$ cat src/rtl/pipe_ctrl_n_pkg.sv
// Shared definitions for the pipeline control unit: FSM encoding, stage
// indices and the default stall-request binding.
package pipe_ctrl_n_pkg;

    typedef enum logic [1:0] {
        PCTRL_RUN   = 2'd0,
        PCTRL_STALL = 2'd1,
        PCTRL_FLUSH = 2'd2
    } pctrl_state_e;

    localparam int STG_PC  = 0;
    localparam int STG_IF  = 1;
    localparam int STG_ID  = 2;
    localparam int STG_EX  = 3;
    localparam int STG_MEM = 4;
    localparam int STG_WB  = 5;

    // slice 0 -> id, slice 1 -> ex, slice 2 -> mem
    localparam logic [11:0] PCTRL_DEF_REQ_STAGE = {4'd4, 4'd3, 4'd2};

    // Stage indices past the last stage freeze the whole pipe.
    function automatic int clamp_stage(input logic [3:0] s, input int n);
        int v;
        v = int'(s);
        return (v >= n) ? n - 1 : v;
    endfunction

endpackage

$ cat src/rtl/pipe_ctrl_n_stall_merge.sv
// Combinational merge of stall requests into a thermometer hold vector:
// every stage up to the deepest requested stage holds.
module pctrl_stall_merge
    import pipe_ctrl_n_pkg::*;
#(
    parameter int                       NUM_STAGES = 6,
    parameter int                       NUM_REQ    = 3,
    parameter logic [NUM_REQ*4-1:0]     REQ_STAGE  = PCTRL_DEF_REQ_STAGE
) (
    input  logic [NUM_REQ-1:0]    stallreq_i,
    output logic [NUM_STAGES-1:0] stall_o
);

    int   smax;
    logic any_req;

    // Find the deepest requested stage, then fill ones from stage 0 up to it.
    always_comb begin
        smax    = 0;
        any_req = 1'b0;
        for (int i = 0; i < NUM_REQ; i++) begin
            if (stallreq_i[i]) begin
                any_req = 1'b1;
                if (clamp_stage(REQ_STAGE[i*4 +: 4], NUM_STAGES) > smax)
                    smax = clamp_stage(REQ_STAGE[i*4 +: 4], NUM_STAGES);
            end
        end
        stall_o = '0;
        for (int k = 0; k < NUM_STAGES; k++)
            stall_o[k] = any_req && (k <= smax);
    end

endmodule

$ cat src/rtl/pipe_ctrl_n.sv
// Pipeline control unit: stall merge, exception flush sequencing with a
// latched redirect PC, stall watchdog and saturating stall-cycle counter.
module pipe_ctrl_n
    import pipe_ctrl_n_pkg::*;
#(
    parameter int                   NUM_STAGES   = 6,
    parameter int                   NUM_REQ      = 3,
    parameter logic [NUM_REQ*4-1:0] REQ_STAGE    = PCTRL_DEF_REQ_STAGE,
    parameter int                   ADDR_W       = 32,
    parameter int                   FLUSH_CYCLES = 1,
    parameter int                   WDOG_W       = 8,
    parameter int                   WDOG_LIMIT   = 200
) (
    input  logic                  clk,
    input  logic                  rst,
    input  logic [NUM_REQ-1:0]    stallreq_i,
    input  logic                  excp_req_i,
    input  logic [ADDR_W-1:0]     excp_pc_i,
    output logic [NUM_STAGES-1:0] stall_o,
    output logic                  flush_o,
    output logic [ADDR_W-1:0]     new_pc_o,
    output logic [1:0]            state_o,
    output logic                  wdog_timeout_o,
    output logic [31:0]           stall_cycles_o
);

    localparam logic [3:0]        FLUSH_INIT = 4'(FLUSH_CYCLES);
    localparam logic [WDOG_W-1:0] WDOG_LAST  = WDOG_W'(WDOG_LIMIT - 1);
    localparam logic [WDOG_W-1:0] WDOG_SAT   = WDOG_W'(WDOG_LIMIT);

    logic [NUM_STAGES-1:0] merge_stall;
    logic [NUM_STAGES-1:0] stall_vec;
    logic                  stalled;

    pctrl_state_e      state_q, state_d;
    logic [3:0]        fcnt_q, fcnt_d;
    logic [ADDR_W-1:0] new_pc_q, new_pc_d;
    logic [WDOG_W-1:0] wdog_q, wdog_d;
    logic              timeout_q, timeout_d;
    logic [31:0]       scyc_q, scyc_d;

    pctrl_stall_merge #(
        .NUM_STAGES (NUM_STAGES),
        .NUM_REQ    (NUM_REQ),
        .REQ_STAGE  (REQ_STAGE)
    ) u_merge (
        .stallreq_i (stallreq_i),
        .stall_o    (merge_stall)
    );

    // Hold vector: exception freezes everything, flush releases everything.
    always_comb begin
        stall_vec = '0;
        if (rst)
            stall_vec = '0;
        else if (excp_req_i)
            stall_vec = '1;
        else if (state_q == PCTRL_FLUSH)
            stall_vec = '0;
        else
            stall_vec = merge_stall;
    end

    // FSM next state, flush counter and redirect PC; a new exception always wins.
    always_comb begin
        state_d  = state_q;
        fcnt_d   = fcnt_q;
        new_pc_d = new_pc_q;
        case (state_q)
            PCTRL_FLUSH: begin
                if (fcnt_q <= 4'd1) begin
                    state_d = (|stallreq_i) ? PCTRL_STALL : PCTRL_RUN;
                    fcnt_d  = 4'd0;
                end else begin
                    fcnt_d = fcnt_q - 4'd1;
                end
            end
            default: state_d = (|stall_vec) ? PCTRL_STALL : PCTRL_RUN;
        endcase
        if (excp_req_i) begin
            state_d  = PCTRL_FLUSH;
            fcnt_d   = FLUSH_INIT;
            new_pc_d = excp_pc_i;
        end
    end

    // Watchdog and stall-cycle counter; both saturate instead of wrapping.
    always_comb begin
        stalled   = (|stall_vec) && (state_q != PCTRL_FLUSH);
        wdog_d    = '0;
        timeout_d = timeout_q;
        scyc_d    = scyc_q;
        if (stalled) begin
            wdog_d    = (wdog_q == WDOG_SAT) ? wdog_q : wdog_q + 1'b1;
            timeout_d = timeout_q | (wdog_q == WDOG_LAST);
        end
        if (stall_vec[0] && scyc_q != 32'hFFFF_FFFF)
            scyc_d = scyc_q + 32'd1;
    end

    // State registers with synchronous reset.
    always_ff @(posedge clk) begin
        if (rst) begin
            state_q   <= PCTRL_RUN;
            fcnt_q    <= '0;
            new_pc_q  <= '0;
            wdog_q    <= '0;
            timeout_q <= 1'b0;
            scyc_q    <= '0;
        end else begin
            state_q   <= state_d;
            fcnt_q    <= fcnt_d;
            new_pc_q  <= new_pc_d;
            wdog_q    <= wdog_d;
            timeout_q <= timeout_d;
            scyc_q    <= scyc_d;
        end
    end

    assign stall_o        = stall_vec;
    assign flush_o        = (state_q == PCTRL_FLUSH);
    assign new_pc_o       = new_pc_q;
    assign state_o        = state_q;
    assign wdog_timeout_o = timeout_q;
    assign stall_cycles_o = scyc_q;

endmodule
$ cat config.mk
export PLATFORM = sky130hd
export DESIGN_NAME = pipe_ctrl_n
export DESIGN_NICKNAME = d
export VERILOG_FILES = /design/src/rtl/pipe_ctrl_n_pkg.sv /design/src/rtl/pipe_ctrl_n_stall_merge.sv /design/src/rtl/pipe_ctrl_n.sv
export SDC_FILE = /design/constraint.sdc
export NUM_CORES = 1
export LEC_CHECK = 0
export BUFFER_PORTS_ARGS = -buffer_cell sky130_fd_sc_hd__buf_2
export CAP_MARGIN = 40
export CELL_PAD_IN_SITES_DETAIL_PLACEMENT = 1
export CELL_PAD_IN_SITES_GLOBAL_PLACEMENT = 2
export CORE_ASPECT_RATIO = 1.75
export CORE_UTILIZATION = 29
export DETAILED_ROUTE_END_ITERATION = 8
export GPL_TIMING_DRIVEN = 0
export PLACE_DENSITY = 0.89
export SYNTH_ARGS = -nofsm -noshare
export SYNTH_HDL_FRONTEND = slang
export SYNTH_HIERARCHICAL = 1
export SYNTH_SLANG_ARGS = --single-unit
$ cat constraint.sdc
create_clock -name clk -period 3 [get_ports clk]
set_clock_uncertainty 0.1 [all_clocks]
set_input_delay 0.6 -clock clk [delete_from_list [all_inputs] [get_ports clk]]
set_output_delay 0.6 -clock clk [all_outputs]
set_load 0.02 [all_outputs]
=== After elaboration in Yosys (flattened, before gate mapping) ===
Index checks and enable logic that the tools add are counted.

* Multiply operators: 0
* Eq/ne operators: 7
* $add $sub $neg: 3
* Reductions and logical operators: 13
* Div/mod/pow operators: 0
* Shifts and indexed selects: 0
* Bitwise operators: 2
* Multiplexer cells: 19
* Magnitude comparators: 9

{| class="wikitable"
|+ Operators with widths
! cell !! count
|-
| 32-bit two-way mux || 3
|-
| 3-bit by 32-bit less-or-equal comparator with 1-bit output, first input constant || 2
|-
| 4-bit by 32-bit less-or-equal comparator with 1-bit output, first input constant || 2
|-
| 32-bit by 1-bit adder with 32-bit output, second input constant || 1
|-
| 4-bit by 32-bit greater-than comparator with 1-bit output, first input constant || 1
|-
| 1-bit by 32-bit less-or-equal comparator with 1-bit output, first input constant || 1
|-
| 2-bit by 32-bit less-or-equal comparator with 1-bit output, first input constant || 1
|-
| 32-bit inequality test, second input constant || 1
|-
| 6-bit two-way mux || 3
|-
| 8-bit equality test, second input constant || 2
|-
| 2-bit two-way mux || 5
|-
| 8-bit by 1-bit adder with 8-bit output, second input constant || 1
|-
| 1-bit logical AND || 8
|-
| 1-bit two-way mux || 7
|-
| 6-bit OR reduction || 1
|-
| 4-bit by 1-bit less-or-equal comparator with 1-bit output, second input constant || 1
|-
| 4-bit two-way mux || 1
|-
| 2-bit OR reduction || 2
|-
| 4-bit by 1-bit subtractor with 4-bit output, second input constant || 1
|-
| 3-bit by 2-bit inequality test with 1-bit output, second input constant || 1
|-
| 3-bit OR reduction || 1
|-
| 2-bit equality test, second input constant || 1
|-
| 2-bit greater-than comparator, first input constant || 1
|-
| 2-bit by 1-bit inequality test with 1-bit output, second input constant || 1
|-
| 4 further kinds || 4
|}

* Memory bits (writable): 0
* Memories kept: 0
* Input bits: 38
* Bits in registers: 79
* Latch bits: 0
* ROM bits: 0

=== Longest topological paths before layout ===
* Depth after elaboration: 16
* Mapped depth: 7

=== By module ===
Netlist, hierarchy kept.

{| class="wikitable"
|+ By module, submodules not included
! module !! cells an instance !! area an instance (µm²) !! times used
|-
| pipe_ctrl_n || 395 || 3550.9 || 1
|-
| pctrl_stall_merge || 7 || 40.0 || 1
|}

=== Worst setup path before layout ===
Ideal clock, no wire load.

* Kind: input-to-output
* Start: input rst
* End: output stall_o[0]
* Slack: 0.698 ns
* Arrival: 1.602 ns
* Required time: 2.300 ns
* Cell stages on the path: 4
* Cells stage by stage: clkbuf_1 -> clkbuf_1 -> buf_1 -> nor2_1

* Cells in the longest elaborated chain, start to end: 1

{| class="wikitable"
|+ Ends and longest elaborated chain
! what !! RTL line !! RTL
|-
| start: declaration || pipe_ctrl_n.sv:15 || <nowiki>input logic rst,</nowiki>
|-
| 6-bit two-way mux || pipe_ctrl_n.sv:54 || <nowiki>if (rst)</nowiki>
|-
| end: declaration || pipe_ctrl_n.sv:19 || <nowiki>output logic [NUM_STAGES-1:0] stall_o,</nowiki>
|}

Every way passes these cells.

=== Worst setup path after layout ===
* Start: input rst
* End: output stall_o[4]

Same word-level chain as after synthesis.

==> results.txt <==
----------------------------------------------------
[Run status]
  Status ... finished clean

[Timing]
  Tightest hold margin ... 0.380 ns
  Fraction of the cycle the final worst path needs ... 95.8%
  Unrepaired setup endpoints after global routing ... false
  Number of hold violations in the final report ... 0
  Actual slew at the worst max-slew pin ... 0.694 ns
  # setup viols final ... 0
  Number of max-slew violations in the final report ... 0
  Max-slew headroom ... 53.7%
  Achievable frequency ... 348 MHz
  Post-layout minimum cycle time ... 2.87 ns
  Setup slack after layout ... 0.125 ns

[Yosys]
  Average footprint of a synthesized cell ... 8.93 µm²
  Synth warn ... 6
  Post-synthesis mux area share ... 10.7%
  Sequential share of the synthesized area ... 44.0%
  Post-Synth XOR/XNOR Area ... 1.46%
  Largest family of logic cells by synthesized area ... simple AND/OR/NAND/NOR gates
  Unique cell type count in the Yosys netlist ... 47
  Mapped cell area ... 3590 µm²
  Primary flip-flop cell chosen by synthesis mapping ... dfxtp_1
  Fraction of the mapped netlist area in adder cells ... 1.74%
  Simple-Gate Fraction of Synth Area ... 24.6%
  Synthesized-area fraction occupied by ao, oa, aoi and oai cells ... 13.0%
  Ranking of synthesized cells by area ... dfxtp_1 44%, mux2i_1 9.5%, nor2_1 6.7%
  Syn Nets ... 445
  Cells after Synth ... 402
  Number of synthesized flops with an enable pin ... 0
  Asr flop ratio synth ... 0%
  Area share of the largest cell type after synthesis ... 44.0%
  Count of state elements after synthesis ... 79
  Cell type contributing the most total cell area after synthesis ... dfxtp_1

[Floorplan]
  Number of cell rows ... 53
  Core footprint ... 12100 µm²
  Overall die width ... 86.1 µm
  Count of boundary I/O pins ... 112
  DIE HEIGHT ... 149 µm
  Effective utilization at floorplan ... 29.8%
  DIE AREA ... 12800 µm²

[Global route]
  Global-route usage over all layers ... 16.4%
  Number of antenna violations at the first check in global routing ... 0
  Via count of the first global-routing pass ... 3501
  Pin count of the biggest net entering global routing ... 14
  Global-route wire length before repair ... 16500 µm
  Overflow after GRT ... 0

[Placed design]
  Placed inst area ... 4350 µm²
  Half-perimeter wire length after detailed placement ... 8210 µm
  Input/output buffers ... 110
  Routability congestion estimate from global placement ... 0.784
  Setup Slack @ Placement ... -0.0551 ns

[Cells and area]
  Area taken by flip-flops and latches ... 1580 µm²
  FILL cells ... 1488
  Final design utilization ... 38.4%
  Fraction of layout instances using a drive strength above 1 ... 27.8%
  Area growth, synth to finish ... 29.1%
  Post-route cell area ... 4630 µm²
  Antenna diode count ... 0
  Layout Nets ... 566
  Area of the multi-input gates ... 1850 µm²

[Clock tree]
  Sink Count ... 79
  Worst-skew pair later-pin latency ... 0.33 ns
  CTS max path bufs ... 2
  Clock root buffer ... clkbuf_16
  H-Tree Level Count ... 3
  CTS hold repair buffers ... 0
  Number of post-CTS setup repair buffers ... 0
  Clk pin slew, worst setup/hold paths ... 0.06 ns
  Number of clock buffers inserted by TritonCTS ... 9
  Clock tree from TritonCTS ... built

[Pwr]
  Maximum resistive drop on vdd ... 0.256 mV
  P_leak ... 2.00 nW
  Pwr Density ... 523 nW/µm²

[Worst setup path]
  Worst-path cell with the longest stage delay ... clkbuf_1
  WP data arrival ... 2.17 ns
  Setup slack, reg-to-reg ... 0.42 ns
  Crit end category ... primary output
  Reg-to-reg critical path endpoint ... stall_cycles_o[29]
  Critical path start-end classification ... input pin to primary output
  Max incr delay on CP ... 0.46 ns
  Cell type with the highest occurrence count on the critical path ... buf_2
  Crit path launch type ... input pin
  Critical path cell sequence ... buf_2, clkbuf_1, clkbuf_2, buf_1, nor2_1, buf_2
  Critical path fanouts, max ... 10
  R2R Path Start ... stall_cycles_o[8]
  WP data required ... 2.30 ns
  Worst-case reg-to-reg path depth ... 5

[Drt]
  Routed WL per cell ... 15.1 µm
  Post-route DRC violation count ... 0
  Via count ... 3485
  Residual antenna-violating net count after detailed routing ... 0
  Pre-antenna DRT Iters ... 4
  Average vias per placed instance ... 5.03
  Wire length reported by the detailed router ... 10400 µm
  1st-iter DRT viols ... 116

[Run]
  Max-cap violations ... 0

[Hold path]
  Worst min path class ... flip-flop to flip-flop
  Worst hold path startpoint ... wdog_timeout_o
  Number of instances on the worst hold path ... 2
  Endpoint with the worst hold slack ... wdog_timeout_o

----------------------------------------------------
==> registers in the layout, summed over array words and instances (netlist names) <==
| register | flops |
|---|---|
| state_o | 2 |
| new_pc_o | 32 |
| fcnt_q | 4 |
| wdog_timeout_o | 1 |
| stall_cycles_o | 32 |
| wdog_q | 8 |
==> metal layers <==
layer  wire (µm)  track usage (%)
met1        4000             16.2
met2        5760             32.6
met3         433             2.77
met4         244             6.75
met5           0                0
==> report_power, final <==
| part | switching, mW | internal (mW) |
|---|---|---|
| Combinational | 0.174 | 0.107 |
| Sequential | 0.0253 | 1.09 |
| Clock | 0.427 | 0.602 |
==> cells in the final DEF (no fill, tap or decap), types with 7 or more instances in the layout <==
| cell | count |
|---|---|
| a21oi_1 | 29 |
| buf_1 | 7 |
| buf_2 | 114 |
| clkbuf_1 | 8 |
| clkbuf_16 | 9 |
| dfxtp_1 | 79 |
| inv_1 | 13 |
| mux2i_1 | 34 |
| nand2_1 | 14 |
| nand3_1 | 12 |
| nand4_1 | 14 |
| nor2_1 | 64 |
| nor3_1 | 7 |
| o31ai_1 | 17 |
| or3_1 | 7 |
| or4_1 | 15 |
==> cells in the mapped netlist (all sizes together), types with 2 or more instances <==
cell	n
nand2	14
mux2i	34
nor2	64
nor4	5
inv	13
dfxtp	79
xnor2	3
o21ai	5
nand3	12
mux2	4
and4	3
o311ai	6
a21oi	29
a211oi	3
clkbuf	9
nor3	8
nand2b	2
and2	3
and3	4
o31ai	17
or3	9
buf	14
ha	5
nand4	15
xor2	3
or2	2
nor2b	4
o41ai	6
or4	17
==> logic make-up (layout without fill, tap and decap cells) <==
| kind of cell | count (synthesis) | after routing |
|---|---|---|
| other | 1 | 1 |
| buffers and inverters | 36 | 162 |
| and+or+nand+nor | 166 | 166 |
| DFF | 79 | 79 |
| adders and majority gates | 5 | 5 |
| muxes | 38 | 38 |
| xor gates and xnor gates | 6 | 6 |
| AOI/OAI and AO/OA | 71 | 71 |
==> what timing repair did <==
action	4_1_cts	5_1_grt
gates resized for setup	1	0
endpoints found under the hold margin	0	0
setup endpoints to repair	6	0
==> worst max path at each step <==
stage,start,endpoint,slack (ns)
2_1_floorplan,rst,stall_o[0],0.70
3_3_place_gp,rst,stall_o[0],-0.01
3_5_place_dp,rst,stall_o[4],-0.06
4_1_cts,rst,stall_o[4],0.1
5_1_grt,rst,stall_o[1],0.0003
6_report,rst,stall_o[4],0.13
==> stage by stage <==
stage / power, mW / setup TNS [ns] / cells
finish: 2.43 / 0 / 693
global route: 2.54 / 0 / 693
CTS: 2.46 / 0 / 693
detailed placement: 1.42 / -0.270 / 677
global placement: 1.41 / -0.0616 / 677
floorplan: 1.31 / 0 / 402
==> critical path: cells and delay by family <==
family,cells,cell delay (ns)
buf+inv,5,1.47
simple gates,1,0.10
==> area by class of cell <==
class / instances / area share, %
Clock buffer: 11 / 5.45
Buffer: 23 / 2.32
Tap cell: 165 / 4.45
Timing Repair Buffer: 110 / 11.9
Clock inverter: 5 / 0.702
Sequential cell: 79 / 34.1
Inverter: 13 / 1.05
Multi-Input combinational cell: 287 / 40.0
Power figures use the tool's default switching activity.
